### src/rtl/mem_access_controller_pkg.sv
// Shared types and constants for the 32-bit-over-16-bit SRAM access controller.
package mem_access_controller_pkg;

  typedef enum logic [1:0] {
    StIdle,
    StLow,
    StHigh,
    StDone
  } state_e;

  localparam int unsigned BaseAddrDefault = 1024;
  localparam int unsigned HalfW           = 16;

endpackage

### src/rtl/mem_access_controller_wait_counter.sv
// Per-phase wait-state counter: load, decrement to zero, flag terminal count.
module mem_access_controller_wait_counter
  import mem_access_controller_pkg::*;
(
  input  logic       clk,
  input  logic       rst,
  input  logic       load,
  input  logic [3:0] load_value,
  input  logic       dec,
  output logic       terminal
);

  logic [3:0] count_q, count_d;

  always_comb begin
    count_d = count_q;
    if (load) begin
      count_d = load_value;
    end else if (dec && (count_q != 4'd0)) begin
      count_d = count_q - 4'd1;
    end
  end

  always_ff @(posedge clk) begin
    if (rst) begin
      count_q <= '0;
    end else begin
      count_q <= count_d;
    end
  end

  assign terminal = (count_q == 4'd0);

endmodule

### src/rtl/mem_access_controller.sv
// Splits 32-bit MEM-stage accesses into two wait-stated 16-bit SRAM phases.
// Define MEM_ERR_EN to enable the out-of-range check and the mem_err flag.
module mem_access_controller
  import mem_access_controller_pkg::*;
#(
  parameter int unsigned BASE_ADDR   = BaseAddrDefault,
  parameter int unsigned WAIT_CYCLES = 2,
  parameter int unsigned SRAM_AW     = 18
) (
  input  logic               clk,
  input  logic               rst,
  input  logic               MEM_R_EN,
  input  logic               MEM_W_EN,
  input  logic [31:0]        address,
  input  logic [31:0]        write_data,
  output logic [31:0]        read_data,
  output logic               ready,
  output logic [SRAM_AW-1:0] sram_addr,
  output logic [HalfW-1:0]   sram_dq_out,
  input  logic [HalfW-1:0]   sram_dq_in,
  output logic               sram_dq_oe,
  output logic               sram_we_n,
  output logic               mem_err
);

  localparam logic [3:0] WaitLoad = 4'(WAIT_CYCLES);

  state_e             state_q, state_d;
  logic               op_write_q, op_write_d;
  logic [SRAM_AW-2:0] word_q, word_d;
  logic [31:0]        wdata_q, wdata_d;
  logic [31:0]        read_data_q, read_data_d;
  logic               cnt_load, cnt_dec, cnt_tc;
  logic               req, in_phase, range_err;
  logic [31:0]        offs;

  assign req  = MEM_R_EN | MEM_W_EN;
  assign offs = address - 32'(BASE_ADDR);

  // Byte-lane bits and the bits above the SRAM window carry no address information.
  logic unused_offs;
  assign unused_offs = ^{offs[31:SRAM_AW+1], offs[1:0]};

`ifdef MEM_ERR_EN
  logic err_q, err_d;
  assign range_err = (address < 32'(BASE_ADDR)) || ((offs >> (SRAM_AW + 1)) != 32'd0);
`else
  assign range_err = 1'b0;
`endif

  mem_access_controller_wait_counter u_wait_counter (
    .clk        (clk),
    .rst        (rst),
    .load       (cnt_load),
    .load_value (WaitLoad),
    .dec        (cnt_dec),
    .terminal   (cnt_tc)
  );

  always_comb begin
    state_d     = state_q;
    op_write_d  = op_write_q;
    word_d      = word_q;
    wdata_d     = wdata_q;
    read_data_d = read_data_q;
    cnt_load    = 1'b0;
    cnt_dec     = 1'b0;
    unique case (state_q)
      StIdle: begin
        if (req) begin
          // Write wins when both enables are high.
          op_write_d = MEM_W_EN;
          word_d     = offs[SRAM_AW:2];
          wdata_d    = write_data;
          if (range_err) begin
            state_d = StDone;
            if (!MEM_W_EN) read_data_d = '0;
          end else begin
            state_d  = StLow;
            cnt_load = 1'b1;
          end
        end
      end
      StLow: begin
        cnt_dec = 1'b1;
        if (cnt_tc) begin
          if (!op_write_q) read_data_d[15:0] = sram_dq_in;
          state_d  = StHigh;
          cnt_load = 1'b1;
        end
      end
      StHigh: begin
        cnt_dec = 1'b1;
        if (cnt_tc) begin
          if (!op_write_q) read_data_d[31:16] = sram_dq_in;
          state_d = StDone;
        end
      end
      StDone:  state_d = StIdle;
      default: state_d = StIdle;
    endcase
  end

  always_ff @(posedge clk) begin
    if (rst) begin
      state_q     <= StIdle;
      op_write_q  <= 1'b0;
      word_q      <= '0;
      wdata_q     <= '0;
      read_data_q <= '0;
    end else begin
      state_q     <= state_d;
      op_write_q  <= op_write_d;
      word_q      <= word_d;
      wdata_q     <= wdata_d;
      read_data_q <= read_data_d;
    end
  end

`ifdef MEM_ERR_EN
  always_comb begin
    err_d = err_q;
    if (state_q == StIdle && req) err_d = range_err;
  end

  always_ff @(posedge clk) begin
    if (rst) begin
      err_q <= 1'b0;
    end else begin
      err_q <= err_d;
    end
  end

  assign mem_err = (state_q == StDone) && err_q;
`else
  assign mem_err = 1'b0;
`endif

  assign in_phase    = (state_q == StLow) || (state_q == StHigh);
  assign sram_addr   = {word_q, (state_q == StHigh)};
  assign sram_dq_oe  = in_phase && op_write_q;
  // Strobe released on the terminal count to give address/data hold.
  assign sram_we_n   = !(sram_dq_oe && !cnt_tc);
  assign sram_dq_out = !sram_dq_oe          ? '0 :
                       (state_q == StHigh) ? wdata_q[31:16] : wdata_q[15:0];
  assign ready       = ((state_q == StIdle) && !req) || (state_q == StDone);
  assign read_data   = read_data_q;

endmodule

### config.mk
export PLATFORM = sky130hd
export DESIGN_NAME = mem_access_controller
export DESIGN_NICKNAME = d
export VERILOG_FILES = /design/src/rtl/mem_access_controller_pkg.sv /design/src/rtl/mem_access_controller_wait_counter.sv /design/src/rtl/mem_access_controller.sv
export SDC_FILE = /design/constraint.sdc
export NUM_CORES = 1
export LEC_CHECK = 0
export ABC_AREA = 1
export BUFFER_PORTS_ARGS = -buffer_cell sky130_fd_sc_hd__buf_4
export CAP_MARGIN = 15
export CORE_MARGIN = 2
export CORE_UTILIZATION = 45
export CTS_BUF_LIST = sky130_fd_sc_hd__clkbuf_4
export DETAILED_ROUTE_END_ITERATION = 16
export PLACE_DENSITY = 0.78
export SETUP_SLACK_MARGIN = 0.4
export SKIP_CTS_REPAIR_TIMING = 1
export SLEW_MARGIN = 20
export SYNTH_ARGS = -nofsm -noshare
export SYNTH_HDL_FRONTEND = slang
export SYNTH_SLANG_ARGS = --single-unit
### constraint.sdc
create_clock -name clk -period 1.5 [get_ports clk]
set_input_delay 0.075 -clock clk [delete_from_list [all_inputs] [get_ports clk]]
set_output_delay 0.075 -clock clk [all_outputs]
set_load 0.02 [all_outputs]
==> results of run 1 <==
-- stage by stage --
step                util [%]  setup WS [ns]  setup TNS [ns]  cell area [um^2]  total power, mW
finish                  89.0         -0.339           -5.91              7270             13.7
global route            88.9         -0.469           -8.47              7270             14.3
CTS                     65.3         -0.377           -6.43              5340             9.95
detailed placement      62.9         0.0643               0              5140             8.28
global placement        62.9          0.139               0              5140             8.10
floorplan                  -          0.156               0              4100             6.95
-- worst min-delay path by stage --
stage                           start    endpoint
after global placement    address[10]   word_q[8]
after global routing      address[18]  word_q[16]
after CTS                 address[10]   word_q[8]
after detailed placement  address[10]   word_q[8]
after floorplan           address[10]   word_q[8]
final                     address[18]  word_q[16]
-- cell usage after synthesis, types with 2 or more instances --
cell                       number
sky130_fd_sc_hd__inv_1         22
sky130_fd_sc_hd__nand3_1       25
sky130_fd_sc_hd__o21ai_1        6
sky130_fd_sc_hd__nor2_1       138
sky130_fd_sc_hd__ha_1           7
sky130_fd_sc_hd__clkbuf_1      15
sky130_fd_sc_hd__dfxtp_1       88
sky130_fd_sc_hd__inv_2          3
sky130_fd_sc_hd__nand2_4        2
sky130_fd_sc_hd__a21oi_1       41
sky130_fd_sc_hd__nand2_1       88
sky130_fd_sc_hd__buf_2          7
sky130_fd_sc_hd__buf_6          7
sky130_fd_sc_hd__o21ai_0       62
-- flip-flops by register name (all words and copies together), names as in the netlist --
register,cells
read_data,32
wdata_q,32
word_q,17
u_wait_counter.count_q,4
state_q,2
op_write_q,1
-- power by group through the flow --
stage	Clock, mW	Sequential [mW]	Combinational [mW]
2_1_floorplan	0	3.87	3.09
5_1_grt	1.85	3.84	8.60
3_5_place_dp	0	3.51	4.77
6_report	1.75	3.79	8.18
4_1_cts	1.71	3.46	4.78
3_3_place_gp	0	3.47	4.63
-- critical path, delay by kind of cell, from the launching register on --
| kind | cells | cell delay (ns) |
|---|---|---|
| and+or+nand+nor | 1 | 0.07 |
| buffers and inverters | 3 | 0.41 |
| AOI/OAI and AO/OA | 1 | 0.14 |
| adders and majority gates | 1 | 0.29 |
| DFF | 1 | 0.41 |
-- layer usage --
layer / wire length [um] / up-vias / track usage (%)
li1: - / 2133 / -
met1: 5980 / 2311 / 26.9
met2: 8950 / 285 / 39.8
met3: 1130 / 107 / 3.72
met4: 1200 / 0 / 12.3
met5: 0 / - / 0
-- layout make-up --
type,count,area [um^2]
multi-input combinational,377,2650
timing repair buffer,244,2370
antenna,2,5.00
inverter,27,144
fill,351,902
sequential,88,1780
clock buffer,10,75.1
tap,105,131
clock inverter,6,116
-- kinds of logic (layout without fill, tap and decap cells) --
logic type / after synthesis / after routing
xor+xnor: 1 / 1
other cells: 1 / 3
fa+ha+maj: 7 / 7
simple gates: 258 / 258
buf+inv: 57 / 287
flops: 88 / 88
compound gates: 110 / 110
==> metrics.log, run 1 <==
[metrics] leakage power of the design: roughly 3 nW
[metrics] post-route clock skew: 0.0206 ns
[metrics] placed instance count: ~750
[metrics] EDFF count, synth: 0
[metrics] Critical Path Sink: sram_dq_out[6]
[metrics] final non-filler cell total: roughly 860
[metrics] Die Footprint: 9110 um^2
[metrics] fraction of synthesis flops using an asynchronous set or reset pin: 0%
[metrics] FP Rows: 33
[metrics] detailed-route via count: 4836
[metrics] post-synthesis mux area share: 0%
[metrics] outcome: finished, violations left
[metrics] Setup CP Type: reg -> out
[metrics] simple-gate share of the synthesized area: 28.0%
[metrics] critical path, cell by cell: inv_4, ha_4, nand2_4, clkbuf_16, a21oi_4, buf_6
[metrics] internal power summed over all cells: about 7.6 mW
[metrics] Worst Path Required: 1.42 ns
[metrics] complex-gate fraction of the synthesized area: between 10% and 20%
[metrics] first-pass GRT wire length: roughly 16000 um
[metrics] critical path endpoint category: output pin
[metrics] Sequential Power Share: 27.6%
[metrics] maximum clock frequency: 544 MHz
[metrics] count of cell types in the netlist: 25
[metrics] Max-slew headroom: 60.7%
[metrics] area grow syn2layout: 93.3%
[metrics] area fraction of the dominant cell type after synthesis: 46.8%
[metrics] CTS HTree Levels: 3
[metrics] slowest cell on the critical path: sky130_fd_sc_hd__dfxtp_4
[metrics] post-synthesis area per instance: 7.21 um^2
[metrics] Pwr Density: about 1900 nW/um^2
[metrics] fraction of layout cells with a size suffix above 1: 49.2%
[metrics] dominant combinational cell family by area after synthesis: simple AND/OR/NAND/NOR gates
[metrics] path class of the lowest-slack min-delay path: in -> reg
[metrics] floorplan die height: 95.5 um
[metrics] vias in the first global route: between 3k and 4k
[metrics] Detail Route Antenna Nets: 0
[metrics] post-route setup slack: -0.339 ns
[metrics] final-layout worst hold slack: -0.0101 ns
[metrics] #FFs+latches synth: 88
[metrics] number of cells on the worst reg-to-reg path: 8
[metrics] number of nets in the synthesized netlist: approximately 610
[metrics] hold violation total from the final report: 1
[metrics] number of top-level pins: 154
[metrics] detail-routed net length per standard cell: 20.1 um
[metrics] VDD IR max: 0.00107 V
[metrics] largest area contributor in the netlist: sky130_fd_sc_hd__dfxtp_1
[metrics] portion of the post-synthesis area used by sequential elements: 46.8%
[metrics] largest incremental delay on the critical path: 0.41 ns
[metrics] drt total wl: roughly 17000 um
[metrics] commonest register cell after synthesis: sky130_fd_sc_hd__dfxtp_1
[metrics] Initial Util: 46.0%
[metrics] flop2flop setup slack: -0.07 ns
[metrics] CTS tree: done
[metrics] Cell Area, Synth: 3760 um^2
[metrics] net switching share of the total power: ~45%
[metrics] final count of negative-setup-slack endpoints: 36
[metrics] xor/xnor share of the synthesized area: 0.233%
[metrics] number of CTS-inserted buffers: 9
[metrics] All-Layer GR Usage: 22.9%
[metrics] Worst R2R End: wdata_q[2]
[metrics] via/cell ratio: 5.63
[metrics] number of sinks driven by the clock tree: between 80 and 90
[metrics] Clock power frac: approximately an eighth
[metrics] total count of max-transition violations in the final report: 0
[metrics] final RePlAce weighted congestion: around 0.83
[metrics] setup repair after global routing missed its margin: yes
[metrics] number of warnings issued by yosys: 0
[metrics] total DRC errors in the routed layout: 0
[metrics] detailed-router iteration count before antenna repair: 4
[metrics] part of the power in combinational logic: between 50% and 60%
[metrics] die extent in x: 95.5 um
[metrics] launch point of the worst path: state_q[1]
[metrics] most common library cell in the layout ignoring fill and taps: sky130_fd_sc_hd__buf_4
[metrics] core area: 8180 um^2
[metrics] commonest non-fill, non-tap cells in the layout: sky130_fd_sc_hd__buf_4, sky130_fd_sc_hd__nor2_1, sky130_fd_sc_hd__dfxtp_1
[metrics] CTS clock-pin slew for the worst setup and hold paths: 0.14 ns
[metrics] reg-to-reg critical path startpoint: state_q[1]
[metrics] top cells by area in the synthesized netlist: sky130_fd_sc_hd__dfxtp_1, sky130_fd_sc_hd__nor2_1, sky130_fd_sc_hd__nand2_1, sky130_fd_sc_hd__o21ai_0, sky130_fd_sc_hd__a21oi_1
[metrics] maximum root-to-sink buffer count: 2
[metrics] kind of start point of the critical path: flip-flop
[metrics] GRT Residual Overflow: 0
[metrics] insertion delay of the later-clocked pin in the worst-skew pair: roughly 0.46 ns
[metrics] synthesized instance count: 522
[metrics] DR iter-0 viols: 286
[metrics] violated checks: hold timing, setup timing
[metrics] clock tree root driver cell: sky130_fd_sc_hd__clkbuf_4
[metrics] number of nets at the end of the flow: 838
[metrics] fraction of the mapped netlist area in adder cells: 2.33%
[metrics] period utilization: 123%
[metrics] Critical Path AT: 1.76 ns
[metrics] pin count of the biggest net entering global routing: between 60 and 70
[metrics] Switching Power: 6.17 mW
[metrics] Max-Cap Viols: 0
[metrics] post-DP HPWL: 7700 um
[metrics] transition time of the tightest slew-check pin: approximately 0.59 ns
[metrics] largest fanout on the critical path: 8
[metrics] initial antenna violation count: 1
[metrics] worst hold path stage count: 5
[metrics] PortBufs: 137
[metrics] final critical-path required period: approximately 1.8 ns
(Power assumes the default switching activity.)
==> run 2: changes to the inputs <==
Settings changed: BUFFER_PORTS_ARGS -buffer_cell sky130_fd_sc_hd__buf_4 to -buffer_cell sky130_fd_sc_hd__buf_2, TNS_END_PERCENT set to 20.
==> run 2 against run 1 <==
Compared with the run above:
- the run ends with setup timing left
- critical path depth is the same
- flip-flop and latch count is the same
- count of clock-buffer cells in the layout is the same
- wire length shrank 17%
- critical path type unchanged
- largest cell class unchanged
- highest routed layer unchanged
==> metrics.log, run 2 (synthesis results as in run 1) <==
[metrics] detailed-router iteration count before antenna repair: 4
[metrics] initial antenna violation count: 2
[metrics] clock tree root driver cell: sky130_fd_sc_hd__clkbuf_4
[metrics] first-pass GRT wire length: approximately 15000 um
[metrics] most common library cell in the layout ignoring fill and taps: sky130_fd_sc_hd__buf_2
[metrics] number of top-level pins: 154
[metrics] layout filler cell count: between 500 and 600
[metrics] final standard cell utilization of the core: 78.8%
[metrics] vias in the first global route: 3375
[metrics] multi-input combinational cell area: 2530 um^2
[metrics] fraction of layout cells with a size suffix above 1: 44.7%
[metrics] die extent in x: about 95 um
[metrics] final critical-path required period: 1.87 ns
[metrics] post-route setup slack: -0.366 ns
[metrics] final RePlAce weighted congestion: just under 0.8
[metrics] CTS HTree Levels: 3
[metrics] total DRC errors in the routed layout: 0
[metrics] kind of start point of the critical path: flip-flop
[metrics] setup repair after global routing missed its margin: yes
[metrics] placed instance count: around 750
[metrics] sequential cell area in the final layout: 1780 um^2
[metrics] post-DP HPWL: 7110 um
[metrics] floorplan die height: 95.5 um
[metrics] All-Layer GR Usage: 21.2%
[metrics] core area: between 8000 and 9000 um^2
[metrics] final count of negative-setup-slack endpoints: 19
[metrics] Pwr Density: 1820 nW/um^2
[metrics] path class of the lowest-slack min-delay path: in -> reg
[metrics] Initial Util: a little under half
[metrics] area grow syn2layout: 71.1%
[metrics] VDD IR max: a little under 0.001 V
[metrics] Setup CP Type: reg -> out
[metrics] detail-routed net length per standard cell: 17.0 um
[metrics] post-placement cell area: between 4000 and 5000 um^2
[metrics] period utilization: 124%
[metrics] critical path endpoint category: output pin
[metrics] insertion delay of the later-clocked pin in the worst-skew pair: 0.43 ns
[metrics] Max-Cap Viols: 0
[metrics] CTS tree: done
[metrics] GRT Residual Overflow: 0
[metrics] commonest non-fill, non-tap cells in the layout: sky130_fd_sc_hd__buf_2, sky130_fd_sc_hd__nor2_1, sky130_fd_sc_hd__dfxtp_1
[metrics] Critical Path AT: 1.79 ns
[metrics] number of nets at the end of the flow: 818
[metrics] violated checks: setup timing
[metrics] M2 GR Usage: approximately 37%
[metrics] hold violation total from the final report: 0
[metrics] Detail Route Antenna Nets: 0
[metrics] total count of max-transition violations in the final report: 0
[metrics] post-route clock skew: 0.0161 ns
[metrics] final non-filler cell total: around 840
[metrics] number of CTS-inserted buffers: 9
[metrics] leakage power of the design: 2.77 nW
[metrics] drt total wl: between 10000 and 15000 um
[metrics] DR iter-0 viols: 213
[metrics] FP Rows: 33
[metrics] maximum clock frequency: 536 MHz
[metrics] detailed-route via count: 4423
[metrics] Worst Path Required: 1.42 ns
[metrics] maximum root-to-sink buffer count: 2
[metrics] GRT met3 Usage: 3.56%
[metrics] pin count of the biggest net entering global routing: 67
[metrics] number of sinks driven by the clock tree: 88
[metrics] Die Footprint: 9110 um^2
[metrics] largest fanout on the critical path: 6
[metrics] area of all placed cells without fillers: 6440 um^2
[metrics] PortBufs: 137
[metrics] peak-usage layer in the global routing report: met2
[metrics] CTS clock-pin slew for the worst setup and hold paths: 0.14 ns
[metrics] GR met1 Demand/Resource: 26.7%
[metrics] outcome: finished, violations left
[metrics] via/cell ratio: 5.27
==> run 2: cell types whose count changed in the layout (fill, tap and decap cells not counted), sizes merged <==
cell,delta
buf,-10
bufinv,-2
clkbuf,-5
clkinv,-3
clkinvlp,+2
dlygate4sd3,-7
inv,+3
nand2,+2
==> run 2: layer usage <==
metal	vias to the layer above	routed length (um)
li1	2089	-
met1	2072	5330
met2	200	7520
met3	62	735
met4	0	710
met5	-	0
==> run 2: final timing paths <==
path	start	to	slack (ns)	cells past startpoint
hold / removal	address[11]	word_q[9]	0.008	4
setup reg to reg	state_q[0]	state_q[1]	0	8
setup / recovery	state_q[0]	sram_dq_out[10]	-0.37	6
hold reg to reg	read_data[6]	read_data[6]	0.47	2
==> run 2: cell type report <==
cell class | count | area share (%)
multi-input combinational | 379 | 39.3
sequential | 88 | 27.6
timing repair buffer | 222 | 26.5
inverter | 27 | 2.29
tap | 105 | 2.04
clock buffer | 10 | 1.17
clock inverter | 6 | 1.05
antenna | 2 | 0.0777
==> run 2: worst max-delay path, cell delays in order (launching register included) <==
cell	delay (ns)
sky130_fd_sc_hd__dfxtp_4	0.39
sky130_fd_sc_hd__inv_4	0.08
sky130_fd_sc_hd__ha_4	0.23
sky130_fd_sc_hd__buf_8	0.15
sky130_fd_sc_hd__nand2_1	0.14
sky130_fd_sc_hd__a21oi_4	0.22
sky130_fd_sc_hd__buf_6	0.14
==> run 2: per-stage QoR <==
stage | setup WS (ns) | setup TNS, ns | power [mW] | hold WS, ns
after floorplan | 0.152 | 0 | 6.67 | 0.164
after global placement | 0.0194 | 0 | 7.61 | 0.282
after detailed placement | -0.0568 | -0.591 | 7.75 | 0.289
after CTS | -0.569 | -9.78 | 9.11 | -0.190
after global routing | -0.404 | -6.24 | 12.3 | 0.00125
final | -0.366 | -5.24 | 11.7 | 0.00793
==> run 2: power by group <==
part	leakage [nW]	total [mW]	internal, mW	switching [mW]
Clock	0.0734	1.39	0.536	0.857
Combinational	1.97	6.52	2.65	3.86
Sequential	0.728	3.78	3.06	0.725
